[config.mk]
export PLATFORM = sky130hd
export DESIGN_NAME = hnf_txreq_sched
export DESIGN_NICKNAME = d
export VERILOG_FILES = /design/src/rtl/hnf_txreq_sched_pkg.sv /design/src/rtl/hnf_txreq_sched_rr_arb.sv /design/src/rtl/hnf_txreq_sched.sv
export SDC_FILE = /design/constraint.sdc
export NUM_CORES = 1
export LEC_CHECK = 0
export BUFFER_PORTS_ARGS = -buffer_cell sky130_fd_sc_hd__buf_2
export CORE_AREA = 2 2 131 133
export DETAILED_ROUTE_END_ITERATION = 10
export DIE_AREA = 0 0 133 135
export PLACE_DENSITY = 0.71
export SLEW_MARGIN = 10
export SYNTH_ARGS = -nofsm -noshare
export SYNTH_HDL_FRONTEND = slang
export SYNTH_SLANG_ARGS = --single-unit
[constraint.sdc]
create_clock -name clock -period 4.5 [get_ports clock]
set_input_delay 1.125 -clock clock [delete_from_list [all_inputs] [get_ports clock]]
set_output_delay 1.125 -clock clock [all_outputs]
set_load 0.02 [all_outputs]
[src/rtl/hnf_txreq_sched_pkg.sv]
// rtl/hnf_txreq_sched_pkg.sv - shared CHI TXREQ constants, request flit type and helpers
package hnf_txreq_sched_pkg;

    localparam int HNF_TXREQ_MAX_LCRD = 15;
    localparam int HNF_TXREQ_NUM_SRC  = 4;

    typedef struct packed {
        logic [47:0] addr;
        logic [6:0]  opcode;
        logic [7:0]  txnid;
    } reqflit_t;

    function automatic int unsigned rr_next(input int unsigned idx, input int unsigned n);
        return (idx + 1) % n;
    endfunction

endpackage

[src/rtl/hnf_txreq_sched_rr_arb.sv]
// rtl/hnf_txreq_sched_rr_arb.sv - combinational round-robin arbiter, search starts at ptr
module hnf_txreq_sched_rr_arb #(
    parameter int N     = 4,
    parameter int PTR_W = (N > 1) ? $clog2(N) : 1
) (
    input  logic [N-1:0]     req,
    input  logic [PTR_W-1:0] ptr,
    output logic [N-1:0]     gnt
);

    logic             found;
    logic [PTR_W-1:0] idx;

    always_comb begin
        gnt   = '0;
        found = 1'b0;
        idx   = '0;
        for (int k = 0; k < N; k++) begin
            idx = PTR_W'((int'(ptr) + k) % N);
            if (!found && req[idx]) begin
                gnt[idx] = 1'b1;
                found    = 1'b1;
            end
        end
    end

endmodule

[src/rtl/hnf_txreq_sched.sv]
// rtl/hnf_txreq_sched.sv - HN-F TXREQ scheduler: RR grant, L-credit counter, flit register
module hnf_txreq_sched
    import hnf_txreq_sched_pkg::*;
#(
    parameter int NUM_SRC  = HNF_TXREQ_NUM_SRC,
    parameter int MAX_LCRD = HNF_TXREQ_MAX_LCRD,
    parameter int CRD_W    = $clog2(MAX_LCRD + 1)
) (
    input  logic               clock,
    input  logic               reset,
    input  logic [NUM_SRC-1:0] src_req_v,
    input  reqflit_t           src_reqflit [NUM_SRC],
    output logic [NUM_SRC-1:0] src_req_ready,
    input  logic               link_en,
    output reqflit_t           txreqflit,
    output logic               txreqflitv,
    output logic               txreqflitpend,
    input  logic               txreqlcrdv,
    output logic [CRD_W-1:0]   lcrd_cnt,
    output logic               crd_ovf
);

    localparam int PTR_W = (NUM_SRC > 1) ? $clog2(NUM_SRC) : 1;

    logic             pend_q,  pend_d;
    logic             flitv_q, flitv_d;
    reqflit_t         flit_q,  flit_d;
    logic [CRD_W-1:0] lcrd_q,  lcrd_d;
    logic             ovf_q,   ovf_d;
    logic [PTR_W-1:0] ptr_q,   ptr_d;

    logic               can_issue;
    logic               grant;
    logic [NUM_SRC-1:0] gnt;

    // Pend is registered, so a credit is only spendable once pend has risen on it.
    assign can_issue = pend_q & link_en & (lcrd_q != '0);

    hnf_txreq_sched_rr_arb #(
        .N     (NUM_SRC),
        .PTR_W (PTR_W)
    ) u_rr_arb (
        .req (src_req_v & {NUM_SRC{can_issue}}),
        .ptr (ptr_q),
        .gnt (gnt)
    );

    assign grant = |gnt;

    always_comb begin
        ptr_d   = ptr_q;
        flit_d  = flit_q;
        flitv_d = grant;
        for (int i = 0; i < NUM_SRC; i++) begin
            if (gnt[i]) begin
                ptr_d  = PTR_W'(rr_next(i, NUM_SRC));
                flit_d = src_reqflit[i];
            end
        end
    end

    // Credits are spent at grant; a lone credit arriving at the ceiling is dropped and flagged.
    always_comb begin
        lcrd_d = lcrd_q;
        ovf_d  = ovf_q;
        if (txreqlcrdv && !grant) begin
            if (lcrd_q == CRD_W'(MAX_LCRD)) begin
                ovf_d = 1'b1;
            end else begin
                lcrd_d = lcrd_q + CRD_W'(1);
            end
        end else if (!txreqlcrdv && grant) begin
            lcrd_d = lcrd_q - CRD_W'(1);
        end
        pend_d = link_en & (lcrd_d != '0);
    end

    always_ff @(posedge clock or posedge reset) begin
        if (reset) begin
            pend_q  <= 1'b0;
            flitv_q <= 1'b0;
            flit_q  <= '0;
            lcrd_q  <= '0;
            ovf_q   <= 1'b0;
            ptr_q   <= '0;
        end else begin
            pend_q  <= pend_d;
            flitv_q <= flitv_d;
            flit_q  <= flit_d;
            lcrd_q  <= lcrd_d;
            ovf_q   <= ovf_d;
            ptr_q   <= ptr_d;
        end
    end

    assign src_req_ready = gnt;
    assign txreqflit     = flit_q;
    assign txreqflitv    = flitv_q;
    assign txreqflitpend = pend_q;
    assign lcrd_cnt      = lcrd_q;
    assign crd_ovf       = ovf_q;

endmodule

==> metrics list, run 1 <==
- Final clock skew: 0.00777 ns
- The clock net in this run drives a total of 72 sinks.
- Number of setup violations in the final report: 0
- The congestion estimate from routability-driven global placement came to 0.861.
- After floorplanning, the core was sized to cover 16400 µm².
* Number of global-route vias before repair: approximately 5200
- The die covers 18000 µm².
- TritonCTS built the clock tree.
* Total inserted antenna cells: 0
* Post-route ant nets: 0
- After clock tree synthesis, the setup repair step added 0 buffers.
- Average wire per cell in the routed design: 14.6 µm
- Critical setup path kind: reg -> out
* List of most frequent post-synthesis cells: 72 x sky130_fd_sc_hd__dfrtp_1, 71 x sky130_fd_sc_hd__nand2_1, 70 x sky130_fd_sc_hd__a21oi_1
* Initial core utilization: 29.8%
* Met2 Usage GRT: 32.4%
* Number of maximum-capacitance violations: 0
* Synthesized instance count: 594
- Final Max Tran Viols: 0
- Clock buffers created by TritonCTS: 9
- Vias per cell: roughly 4.8
- The worst setup path is launched from a flip-flop.
- Yosys attributes the largest share of cell area to sky130_fd_sc_hd__dfrtp_1 37%, sky130_fd_sc_hd__mux2i_1 13%, sky130_fd_sc_hd__a211oi_1 9.8%.
- Synthesis produced a netlist with a net count of 862.
* CTS clk-pin slew, worst paths: 0.05 ns
- The post-route netlist has 41.2% of its cells at a drive strength greater than 1.
* Fmax: 0.249 GHz
- In the final layout, the multi-input gates occupy 2860 µm².
- Final wirelength: 16.4 mm
- Most frequent cell after synthesis: sky130_fd_sc_hd__dfrtp_1
- Maximum number of pins on one net before global-route repair: approximately 130
- The floorplan has 47 rows.
* Hold Crit Class: reg -> reg
* Data required time of the critical path: 3.38 ns
- CTS placed an instance of sky130_fd_sc_hd__clkbuf_16 at the clock tree root.
- Of all cell types, the one taking the most synthesized area is sky130_fd_sc_hd__dfrtp_1.
- Post-CTS Resized: 0
- Register bit count reported by yosys: 72
- The number of hold-slack violations in the final timing report was 0.
- Most Crowded Layer GR: met2
* Dominant synthesized flop cell: sky130_fd_sc_hd__dfrtp_1
- For this run, design rule violations remaining after detail routing come to 0.
- Arrival time at the worst endpoint: 2.90 ns
- Finished Core Util: 43.0%
- The area growth from synthesis to layout is 44.1%.
- GR Util met3: 4.32%
- STA classifies the critical path endpoint as an output port.
- Summing every instance area after synthesis gives slightly below 5000 µm².
- The worst path uses 89.4% of the clock period.
* Vias post-DR: 5400
- Measured against its own limit, the worst slew margin works out to 57.9%.
- HPWL reported at the end of detailed placement: 13.1 mm
- Setup repair after global routing left no endpoint under its margin.
* Yosys top cell area share: 36.8%
- Filler instances: about 1600
- For this design the ratio of total power to cell area is 638 nW/µm².
- YS warnings: 0
- The die is 135 µm tall.
- In the final layout, flip-flops and latches occupy 1800 µm².
- In this run the horizontal extent of the chip is 133 µm.
* Number of flops mapped to enable cells by yosys: 0
- The number of antenna violations at the first check in global routing came to 0.
- The total overflow left after global routing is 0.
- Wire length of the first global-routing pass: 25.2 mm
* I/O pin total: 334
- Worst Setup Slack post-DPL: 0.514 ns
* # nets final: 1165
- The H-tree was split into 3 levels.
* Minimum clock period: 4.02 ns
* Standby leakage power: 3.45 nW
- VDD sags by at most 0.000331 V.
- Count of unique library cells instantiated by Yosys: 43
- Number of DRC markers in iteration 0: 200
- Clk buf depth: 2
* Result of the run: finished, final reports clean
- Average footprint of a synthesized cell: 8.24 µm²
* Post-route setup slack: 0.478 ns
- Cts-stage hold buffer count: 0
- Count of input and output buffers: around 330
- Total global routing track utilization: roughly 18%
- Ys async rst share: 100%
- Critical path fanouts, max: 13
- Sequential elements use 36.8% of the synthesized area.
- Global routing consumed, on the met1 layer, 20.0% of the routing resources.
- At the later pin of the worst-skew pair, clock insertion delay measures 0.33 ns.
* Transition at the pin with the smallest max-transition slack: 0.632 ns
* Post-Route Setup TNS: 0 ns
- The first TritonRoute pass finished after 5 iterations.
per-stage QoR:
stage / instances / cell area [µm²] / hold slack (ns) / power, W
5_1_grt: 1121 / 7050 / 0.499 / 0.00492
2_1_floorplan: 594 / 4900 / 0.577 / 0.00304
6_report: 1121 / 7050 / 0.470 / 0.00450
4_1_cts: 1121 / 7050 / 0.477 / 0.00457
3_5_place_dp: 1106 / 6780 / 0.465 / 0.00389
3_3_place_gp: 1106 / 6780 / 0.455 / 0.00382
where the power goes:
part / switching [W] / total [W] / internal [W]
clock: 0.000254 / 0.000651 / 0.000398
combinational: 0.00169 / 0.00267 / 0.000982
sequential: 0.000194 / 0.00117 / 0.000979
total: 0.00214 / 0.00450 / 0.00236
cell families after synthesis:
| family | synth area share [%] |
|---|---|
| AO/OA/AOI/OAI | 26.8 |
| XOR/XNOR | 0.179 |
| adder cells (fa/ha/maj) | 2.04 |
| buffers and inverters | 5.57 |
| flip-flops | 36.8 |
| multiplexers | 14.4 |
| AND/OR/NAND/NOR | 14.2 |
sequential cells by signal, indices dropped and copies added (netlist names):
| register | count |
|---|---|
| txreqflitpend | 1 |
| txreqflitv | 1 |
| crd_ovf | 1 |
| ptr_q | 2 |
| txreqflit | 63 |
| lcrd_cnt | 4 |
worst max-delay path, stage by stage, from the launching register on:
cell	delay, ns
sky130_fd_sc_hd__dfrtp_1	0.62
sky130_fd_sc_hd__inv_1	0.18
sky130_fd_sc_hd__ha_1	0.40
sky130_fd_sc_hd__mux4_2	0.37
sky130_fd_sc_hd__a2111oi_2	0.30
sky130_fd_sc_hd__buf_4	0.21
sky130_fd_sc_hd__a221o_1	0.27
sky130_fd_sc_hd__buf_2	0.22
per-layer routing:
metal	vias up	routed length (µm)
met3	25	1230
met5	-	0
li1	2742	-
met1	2399	6440
met4	0	389
met2	234	8350
final timing paths:
kind | startpoint | depth (start not counted) | to | slack, ns
min in group asynchronous | reset | 2 | txreqflit[52] | 0.85
worst min-delay path | txreqflit[10] | 2 | txreqflit[10] | 0.47
max in group asynchronous | reset | 3 | txreqflit[18] | 2.72
worst min register to register | txreqflit[10] | 2 | txreqflit[10] | 0.47
worst max-delay path | ptr_q[0] | 7 | src_req_ready[0] | 0.48
worst max register to register | ptr_q[0] | 12 | txreqflitpend | 0.72
cells in the final DEF, fill, tap and decap left out, drive strengths merged, types with 2 or more instances in the layout:
cell type and instances:
and3b 2, nand3 2, clkinv 3, mux4 2, nand4 2, mux2i 65, a21oi 70, nor2 67
or3b 4, buf 344, nor3b 3, nor2b 2, nand2 71, inv 15, a221o 3, o21ai 67
a211oi 64, a311oi 2, dfrtp 72, nor3 2, clkbuf 12, ha 8
final cells by class:
class	instances	share of cell area, %
Inverter	16	0.869
Timing Repair Buffer	344	25.3
Tap cell	220	3.90
Clock inverter	3	0.248
Sequential cell	72	25.5
Multi-Input combinational cell	454	40.5
Clock buffer	12	3.64
Power figures use the tool's default switching activity.
==> run 2, diff against run 1 <==
--- a/config.mk
+++ b/config.mk
@@ -5,11 +5,12 @@
 export SDC_FILE = /design/constraint.sdc
 export NUM_CORES = 1
 export LEC_CHECK = 0
-export BUFFER_PORTS_ARGS = -buffer_cell sky130_fd_sc_hd__buf_2
-export CORE_AREA = 2 2 131 133
+export CORE_AREA = 2 2 130 132
 export DETAILED_ROUTE_END_ITERATION = 10
-export DIE_AREA = 0 0 133 135
-export PLACE_DENSITY = 0.71
+export DIE_AREA = 0 0 132 134
+export DONT_BUFFER_PORTS = 1
+export GPL_ROUTABILITY_DRIVEN = 0
+export PLACE_DENSITY = 0.54
 export SLEW_MARGIN = 10
 export SYNTH_ARGS = -nofsm -noshare
 export SYNTH_HDL_FRONTEND = slang
==> run 2 against run 1 <==
Clock power rose by 11%; sequential power grew 39%; clock skew grew 0.0011 ns; register-to-register slack lost 0.35 ns; combinational power shrank 33%; via count shrank 21%; cell count is 30% lower; utilization fell by 10 points; critical path type unchanged; critical endpoint unchanged; largest power group unchanged.
==> metrics list, run 2 (same netlist as run 1, synthesis figures left out) <==
- Wire length on met1: 5.19 mm (was 6.44 mm)
- Post-Route Setup TNS: 0 ns (unchanged)
- Total global routing track utilization: 15.8% (was 17.8%)
- The final cell count without fillers was 787 (was 1121).
- The buffer cell driving the clock tree root was sky130_fd_sc_hd__clkbuf_16 (unchanged).
* Critical setup path kind: reg -> out (unchanged)
* Vertical die dimension: 134 µm (was 135 µm)
- Wire length of the first global-routing pass: 22.0 mm (was 25.2 mm)
- The relative area change from synthesis to final layout was 9.84% (was 44.1%).
* Ratio of total power to cell area: 771 nW/µm² (was 638 nW/µm²)
- The initial core utilization is 30.1% (was 29.8%).
- Placement row count: 47 (unchanged)
* Minimum clock period: 4.24 ns (was 4.02 ns)
- Data required time of the critical path: 3.38 ns (about the same)
* Clk buf depth: 2 (unchanged)
* Number of maximum-capacitance violations: 0 (unchanged)
- The kind of start point of the critical path is a flip-flop (unchanged).
- The final antenna diode count was 0 (unchanged).
- The number of max-slew violations in the final report came to 0 (unchanged).
* CTS clk-pin slew, worst paths: 0.06 ns (was 0.05 ns)
- The number of clock sinks is 72 (unchanged).
- The standby leakage power is 2.11 nW (was 3.45 nW).
- Met3 layer wire length in the routed design: 1.42 mm (was 1.23 mm)
- The endpoint arrival time on the critical path came to 3.12 ns (was 2.90 ns).
* Number of global-route vias before repair: 4203 (was 5163)
- The worst min-delay path class is reg -> reg (unchanged).
- The number of H-tree levels came to 3 (unchanged).
* Vias per cell: 5.40 (was 4.82)
- The total half-perimeter wirelength after legalization and detailed placement was 11.0 mm (was 13.1 mm).
* Fin. Hold Viols: 0 (unchanged)
* Final wirelength: 14.3 mm (was 16.4 mm)
- Post-CTS Repair Setup Buffers: 0 (unchanged)
- Leading cell type in the layout, fill and taps excluded: sky130_fd_sc_hd__dfrtp_1 (was sky130_fd_sc_hd__buf_2)
- Relative max-transition margin: 48.5% (was 57.9%)
* RSZ-0062 raised after global routing: false (unchanged)
- The total of endpoints with negative setup slack in the final report came to 0 (unchanged).
* Number of cells after detailed placement: 771 (was 1106)
* Final global-route overflow total: 0 (unchanged)
* Count of TritonRoute iterations in the first routing pass: 4 (was 5)
* Count of input and output buffers: 0 (was 333)
* Die width: 132 µm (was 133 µm)
- Result of the run: finished, final reports clean (unchanged).
* Core outline area: 16300 µm² (was 16400 µm²)
* Critical path fanouts, max: 13 (unchanged)
* Post-route ant nets: 0 (unchanged)
- The number of violations reported at the end of detailed-routing iteration 0 was 114 (was 200).
* Transition at the pin with the smallest max-transition slack: 0.770 ns (was 0.632 ns)
- Residual DRC count: 0 (unchanged)
* Final clock skew: 0.00891 ns (was 0.00777 ns)
- The fraction of layout instances using a drive strength above 1 came to 6.70% (was 41.2%).
- Die outline area: 17700 µm² (was 18000 µm²)
* Fmax: 0.236 GHz (was 0.249 GHz)
* # nets final: 830 (was 1165)
- The critical path endpoint category was an output port (unchanged).
* Average wire per cell in the routed design: 18.1 µm (was 14.6 µm)
- The count of pins on the block boundary came to 334 (unchanged).
- The uppermost metal layer occupied by signal nets was met4 (unchanged).
* Initial antenna violation count: 0 (unchanged)
* TritonCTS clock tree: built (unchanged)
- Maximum number of pins on one net before global-route repair: 129 (was 127)
* Clk_lat worst skew: 0.33 ns (about the same)
- The maximum resistive drop on vdd came to 0.000299 V (was 0.000331 V).
* Clock buffers created by TritonCTS: 9 (unchanged)
- Met2 wire len: 7.36 mm (was 8.35 mm)
* Part of the cycle the worst path needs: 94.3% (was 89.4%)
- The filler cell count in the final layout came to 1706 (was 1649).
- Commonest non-fill, non-tap cells in the layout: 72 x sky130_fd_sc_hd__dfrtp_1, 71 x sky130_fd_sc_hd__nand2_1, 70 x sky130_fd_sc_hd__a21oi_1 (was 333 x sky130_fd_sc_hd__buf_2, 72 x sky130_fd_sc_hd__dfrtp_1, 71 x sky130_fd_sc_hd__nand2_1).
* Vias post-DR: 4249 (was 5400)
- The number of flip-flops under the largest register name was 63 (unchanged).
## run 2: changes by cell type in the layout (fill, tap and decap cells not counted)
| cell | before | now |
|---|---|---|
| sky130_fd_sc_hd__buf_2 | 333 | 0 |
| sky130_fd_sc_hd__buf_12 | 3 | 1 |
| sky130_fd_sc_hd__clkbuf_8 | 2 | 1 |
| sky130_fd_sc_hd__a211oi_1 | 64 | 63 |
| sky130_fd_sc_hd__a211oi_2 | 0 | 1 |
| sky130_fd_sc_hd__clkinv_4 | 0 | 1 |
| sky130_fd_sc_hd__bufinv_16 | 0 | 1 |
## run 2: timing repair
item,in CTS,in global routing
gates resized for setup,0,1
endpoints found under the setup margin,0,2
hold buffers,0,0
endpoints found under the hold margin,0,0
## run 2: worst paths after layout
path / slack (ns) / endpoint / start / depth (start not counted)
max in group asynchronous: 2.81 / txreqflit[51] / reset / 2
setup reg to reg: 0.37 / txreqflitpend / ptr_q[0] / 11
setup / recovery: 0.26 / src_req_ready[0] / ptr_q[0] / 5
hold reg to reg: 0.63 / txreqflit[33] / txreqflit[33] / 2
min in group asynchronous: 0.74 / txreqflit[53] / reset / 1
hold / removal: 0.63 / txreqflit[33] / txreqflit[33] / 2
## run 2: per-stage QoR
step | setup slack (ns) | hold WS (ns) | total power [W] | utilization [%] | cell area (µm²)
2_1_floorplan | 0.319 | 0.577 | 0.00304 | - | 4900
3_3_place_gp | 0.483 | 0.609 | 0.00338 | 31.1 | 5070
3_5_place_dp | 0.384 | 0.615 | 0.00346 | 31.1 | 5070
4_1_cts | 0.0987 | 0.630 | 0.00420 | 33.0 | 5370
5_1_grt | 0.0562 | 0.646 | 0.00454 | 33.0 | 5380
6_report | 0.258 | 0.626 | 0.00414 | 33.0 | 5380
## run 2: final cells by class
| cell class | instances | area, µm² | area share [%] |
|---|---|---|---|
| multi-input cells | 454 | 2860 | 53.2 |
| repair buffers | 9 | 80.1 | 1.49 |
| flip-flops and latches | 72 | 1800 | 33.5 |
| clock inverters | 5 | 56.3 | 1.05 |
| well taps | 220 | 275 | 5.12 |
| clock buffers | 11 | 243 | 4.51 |
| inverters | 16 | 61.3 | 1.14 |
## run 2: power breakdown
part | switching, W | total [W] | internal (W) | leakage, nW
clock | 0.000281 | 0.000725 | 0.000444 | 0.145
sequential | 0.000652 | 0.00163 | 0.000976 | 0.883
combinational | 0.00110 | 0.00179 | 0.000688 | 1.08
total | 0.00204 | 0.00414 | 0.00211 | 2.11
## run 2: critical path, cell delays in order (launching register included)
cell,delay [ns]
sky130_fd_sc_hd__dfrtp_1,0.62
sky130_fd_sc_hd__inv_1,0.17
sky130_fd_sc_hd__ha_1,0.40
sky130_fd_sc_hd__mux4_2,0.37
sky130_fd_sc_hd__a2111oi_2,0.69
sky130_fd_sc_hd__a221o_1,0.51
## run 2: metal layers
metal  global-route usage (%)  vias to the layer above
met5                        0                        -
li1                         -                     2080
met1                     16.3                     1907
met3                     6.31                       17
met2                     28.8                      245
met4                     5.68                        0
==> run 3, diff against run 2 <==
--- a/config.mk
+++ b/config.mk
@@ -5,12 +5,12 @@
 export SDC_FILE = /design/constraint.sdc
 export NUM_CORES = 1
 export LEC_CHECK = 0
-export CORE_AREA = 2 2 130 132
+export CORE_AREA = 2 2 128 130
 export DETAILED_ROUTE_END_ITERATION = 10
-export DIE_AREA = 0 0 132 134
+export DIE_AREA = 0 0 130 132
 export DONT_BUFFER_PORTS = 1
 export GPL_ROUTABILITY_DRIVEN = 0
-export PLACE_DENSITY = 0.54
+export PLACE_DENSITY = 0.55
 export SLEW_MARGIN = 10
 export SYNTH_ARGS = -nofsm -noshare
 export SYNTH_HDL_FRONTEND = slang
==> run 3 against run 2 <==
Via count up 0.75%; utilization up 1.2 points; non-clock buffer count unchanged; worst setup slack better by 0.028 ns; clock skew up 0.0020 ns; count of clock-buffer cells in the layout down 1; hold slack better by 0.0077 ns; maximum frequency up 0.66%.
==> metrics list, run 3 (same netlist as run 1, synthesis figures left out) <==
- Critical setup path kind: reg -> out (unchanged)
- I/O pin total: 334 (unchanged)
- Result of the run: finished, final reports clean (unchanged)
* Post-route ant nets: 0 (unchanged)
* Fmax: 0.237 GHz (was 0.236 GHz)
- Clock buffers created by TritonCTS: 9 (unchanged)
- The routed length per placed instance came to 19.1 µm (was 18.1 µm).
- The required time at the worst-slack endpoint was 3.38 ns (about the same).
* Arrival time at the worst endpoint: 3.09 ns (was 3.12 ns)
* Transition at the pin with the smallest max-transition slack: 0.818 ns (was 0.770 ns)
* RSZ-0062 raised after global routing: false (unchanged)
- The first-pass iteration count of the detailed router is 7 (was 4).
- Placement row count: 46 (was 47)
- The standby leakage power is 2.11 nW (about the same).
* Minimum clock period: 4.21 ns (was 4.24 ns)
- Number of flip-flops under the largest register name: 63 (unchanged)
* Number of maximum-capacitance violations: 0 (unchanged)
- Final Max Tran Viols: 0 (unchanged)
- The count of vias placed by the detailed router is 4281 (was 4249).
- The total half-perimeter wirelength after legalization and detailed placement came to 11.6 mm (was 11.0 mm).
* Area used by multi-input combinational logic: 2860 µm² (unchanged)
- Die outline area: 17200 µm² (was 17700 µm²)
- Commonest non-fill, non-tap cells in the layout: 72 x sky130_fd_sc_hd__dfrtp_1, 71 x sky130_fd_sc_hd__nand2_1, 70 x sky130_fd_sc_hd__a21oi_1 (unchanged)
* Hold Crit Class: reg -> reg (unchanged)
- Final wirelength: 15.0 mm (was 14.3 mm)
- The final antenna diode count was 0 (unchanged).
- Fin. Hold Viols: 0 (unchanged)
- The deepest clock path buffer count was 2 (unchanged).
- Root Driver: sky130_fd_sc_hd__clkbuf_16 (unchanged)
* Count of input and output buffers: 0 (unchanged)
- Initial core utilization: 31.2% (was 30.1%)
- The remaining routing DRC violations is 0 (unchanged).
* Switching share of power: 49.7% (was 49.1%)
- The fraction of layout instances using a drive strength above 1 was 6.70% (unchanged).
- Clk pwr share: 17.2% (was 17.5%)
* Post-layout instance count excluding filler cells: 783 (was 787)
* Depth of the CTS H-tree: 3 (unchanged)
* Clock sink count: 72 (unchanged)
- The cell count after placement was 767 (was 771).
* Startpoint type of the worst setup path: flip-flop (unchanged)
- Total global routing track utilization: 17.1% (was 15.8%)
- The clock tree from TritonCTS is built (unchanged).
* Net switching power figure: 0.00207 W (was 0.00204 W)
- Number of DRC markers in iteration 0: 323 (was 114)
- The most common cell after layout, fill and taps aside was sky130_fd_sc_hd__dfrtp_1 (unchanged).
* Maximum number of pins on one net before global-route repair: 129 (unchanged)
* Core outline area: 15700 µm² (was 16300 µm²)
- Critical path fanouts, max: 13 (unchanged)
* Sequential Area: 1800 µm² (unchanged)
- Post-Route Setup TNS: 0 ns (unchanged)
- Filler instances: 1622 (was 1706)
* Sequential fraction of design power: 39.3% (about the same)
* Cts-stage hold buffer count: 0 (unchanged)
- Cell internal pwr: 0.00210 W (was 0.00211 W)
- Clk_lat worst skew: 0.34 ns (was 0.33 ns)
- Vertical die dimension: 132 µm (was 134 µm)
- The relative area change from synthesis to final layout came to 9.71% (was 9.84%).
- Ratio of total power to cell area: 775 nW/µm² (was 771 nW/µm²)
- Number of setup violations in the final report: 0 (unchanged)
* Post-CTS Resized: 0 (unchanged)
* Vias per cell: 5.47 (was 5.40)
* VDD IR-drop max: 0.000311 V (was 0.000299 V)
* Part of the cycle the worst path needs: 93.6% (was 94.3%)
- The global-route wire length before repair was 22.8 mm (was 22.0 mm).
- The combinational power share was 43.5% (was 43.2%).
* # nets final: 830 (unchanged)
- Die width: 130 µm (was 132 µm)
- Final global-route overflow total: 0 (unchanged)
- The number of global-route vias before repair came to 4172 (was 4203).
- Final clock skew: 0.0109 ns (was 0.00891 ns)
- The number of antenna violations at the first check in global routing is 0 (unchanged).
- Worst setup EP type: output port (unchanged)
- Relative max-transition margin: 45.4% (was 48.5%)
- The total setup buffers inserted after CTS came to 0 (unchanged).
* CTS clk-pin slew, worst paths: 0.06 ns (about the same)
run 3: power by group through the flow:
stage | combinational [W] | clock (W) | sequential [W]
2_1_floorplan | 0.00153 | 0 | 0.00151
5_1_grt | 0.00208 | 0.000779 | 0.00167
4_1_cts | 0.00182 | 0.000748 | 0.00165
3_3_place_gp | 0.00176 | 0 | 0.00165
3_5_place_dp | 0.00182 | 0 | 0.00166
6_report | 0.00181 | 0.000717 | 0.00164
run 3: critical path, stage by stage (launching register included):
cell                        delay [ns]
sky130_fd_sc_hd__dfrtp_1          0.61
sky130_fd_sc_hd__inv_1            0.16
sky130_fd_sc_hd__ha_1             0.40
sky130_fd_sc_hd__mux4_2           0.39
sky130_fd_sc_hd__a2111oi_2        0.67
sky130_fd_sc_hd__a221o_1          0.53
run 3: cell type report:
| class | instances | area share [%] |
|---|---|---|
| clock inverters | 6 | 1.28 |
| clock buffers | 10 | 4.26 |
| flip-flops and latches | 72 | 33.5 |
| repair buffers | 9 | 1.49 |
| well taps | 216 | 5.03 |
| inverters | 16 | 1.14 |
| multi-input cells | 454 | 53.2 |
run 3: worst paths after layout:
check / depth (start not counted) / slack (ns) / endpoint / from
setup / recovery: 5 / 0.29 / src_req_ready[0] / ptr_q[0]
hold / removal: 2 / 0.63 / txreqflit[32] / txreqflit[32]
setup reg to reg: 11 / 0.45 / txreqflitpend / ptr_q[0]
hold reg to reg: 2 / 0.63 / txreqflit[32] / txreqflit[32]
max in group asynchronous: 2 / 2.78 / txreqflit[29] / reset
min in group asynchronous: 1 / 0.81 / txreqflit[48] / reset
run 3: per-stage QoR:
stage / cell area, µm² / total power [W] / util [%] / hold WS (ns) / setup WS (ns)
final: 5370 / 0.00416 / 34.2 / 0.634 / 0.286
after global routing: 5370 / 0.00453 / 34.2 / 0.658 / 0.0628
after CTS: 5370 / 0.00422 / 34.2 / 0.635 / 0.160
after detailed placement: 5070 / 0.00348 / 32.3 / 0.620 / 0.357
after global placement: 5070 / 0.00341 / 32.3 / 0.612 / 0.461
after floorplan: 4900 / 0.00304 / - / 0.577 / 0.319
run 3: routing by layer:
| metal | up-vias | GRT usage, % | part of all wire (%) |
|---|---|---|---|
| li1 | 2076 | - | - |
| met1 | 1964 | 19.8 | 39 |
| met2 | 227 | 30.4 | 52 |
| met3 | 14 | 4.63 | 8.0 |
| met4 | 0 | 5.02 | 1.5 |
| met5 | - | 0 | 0 |
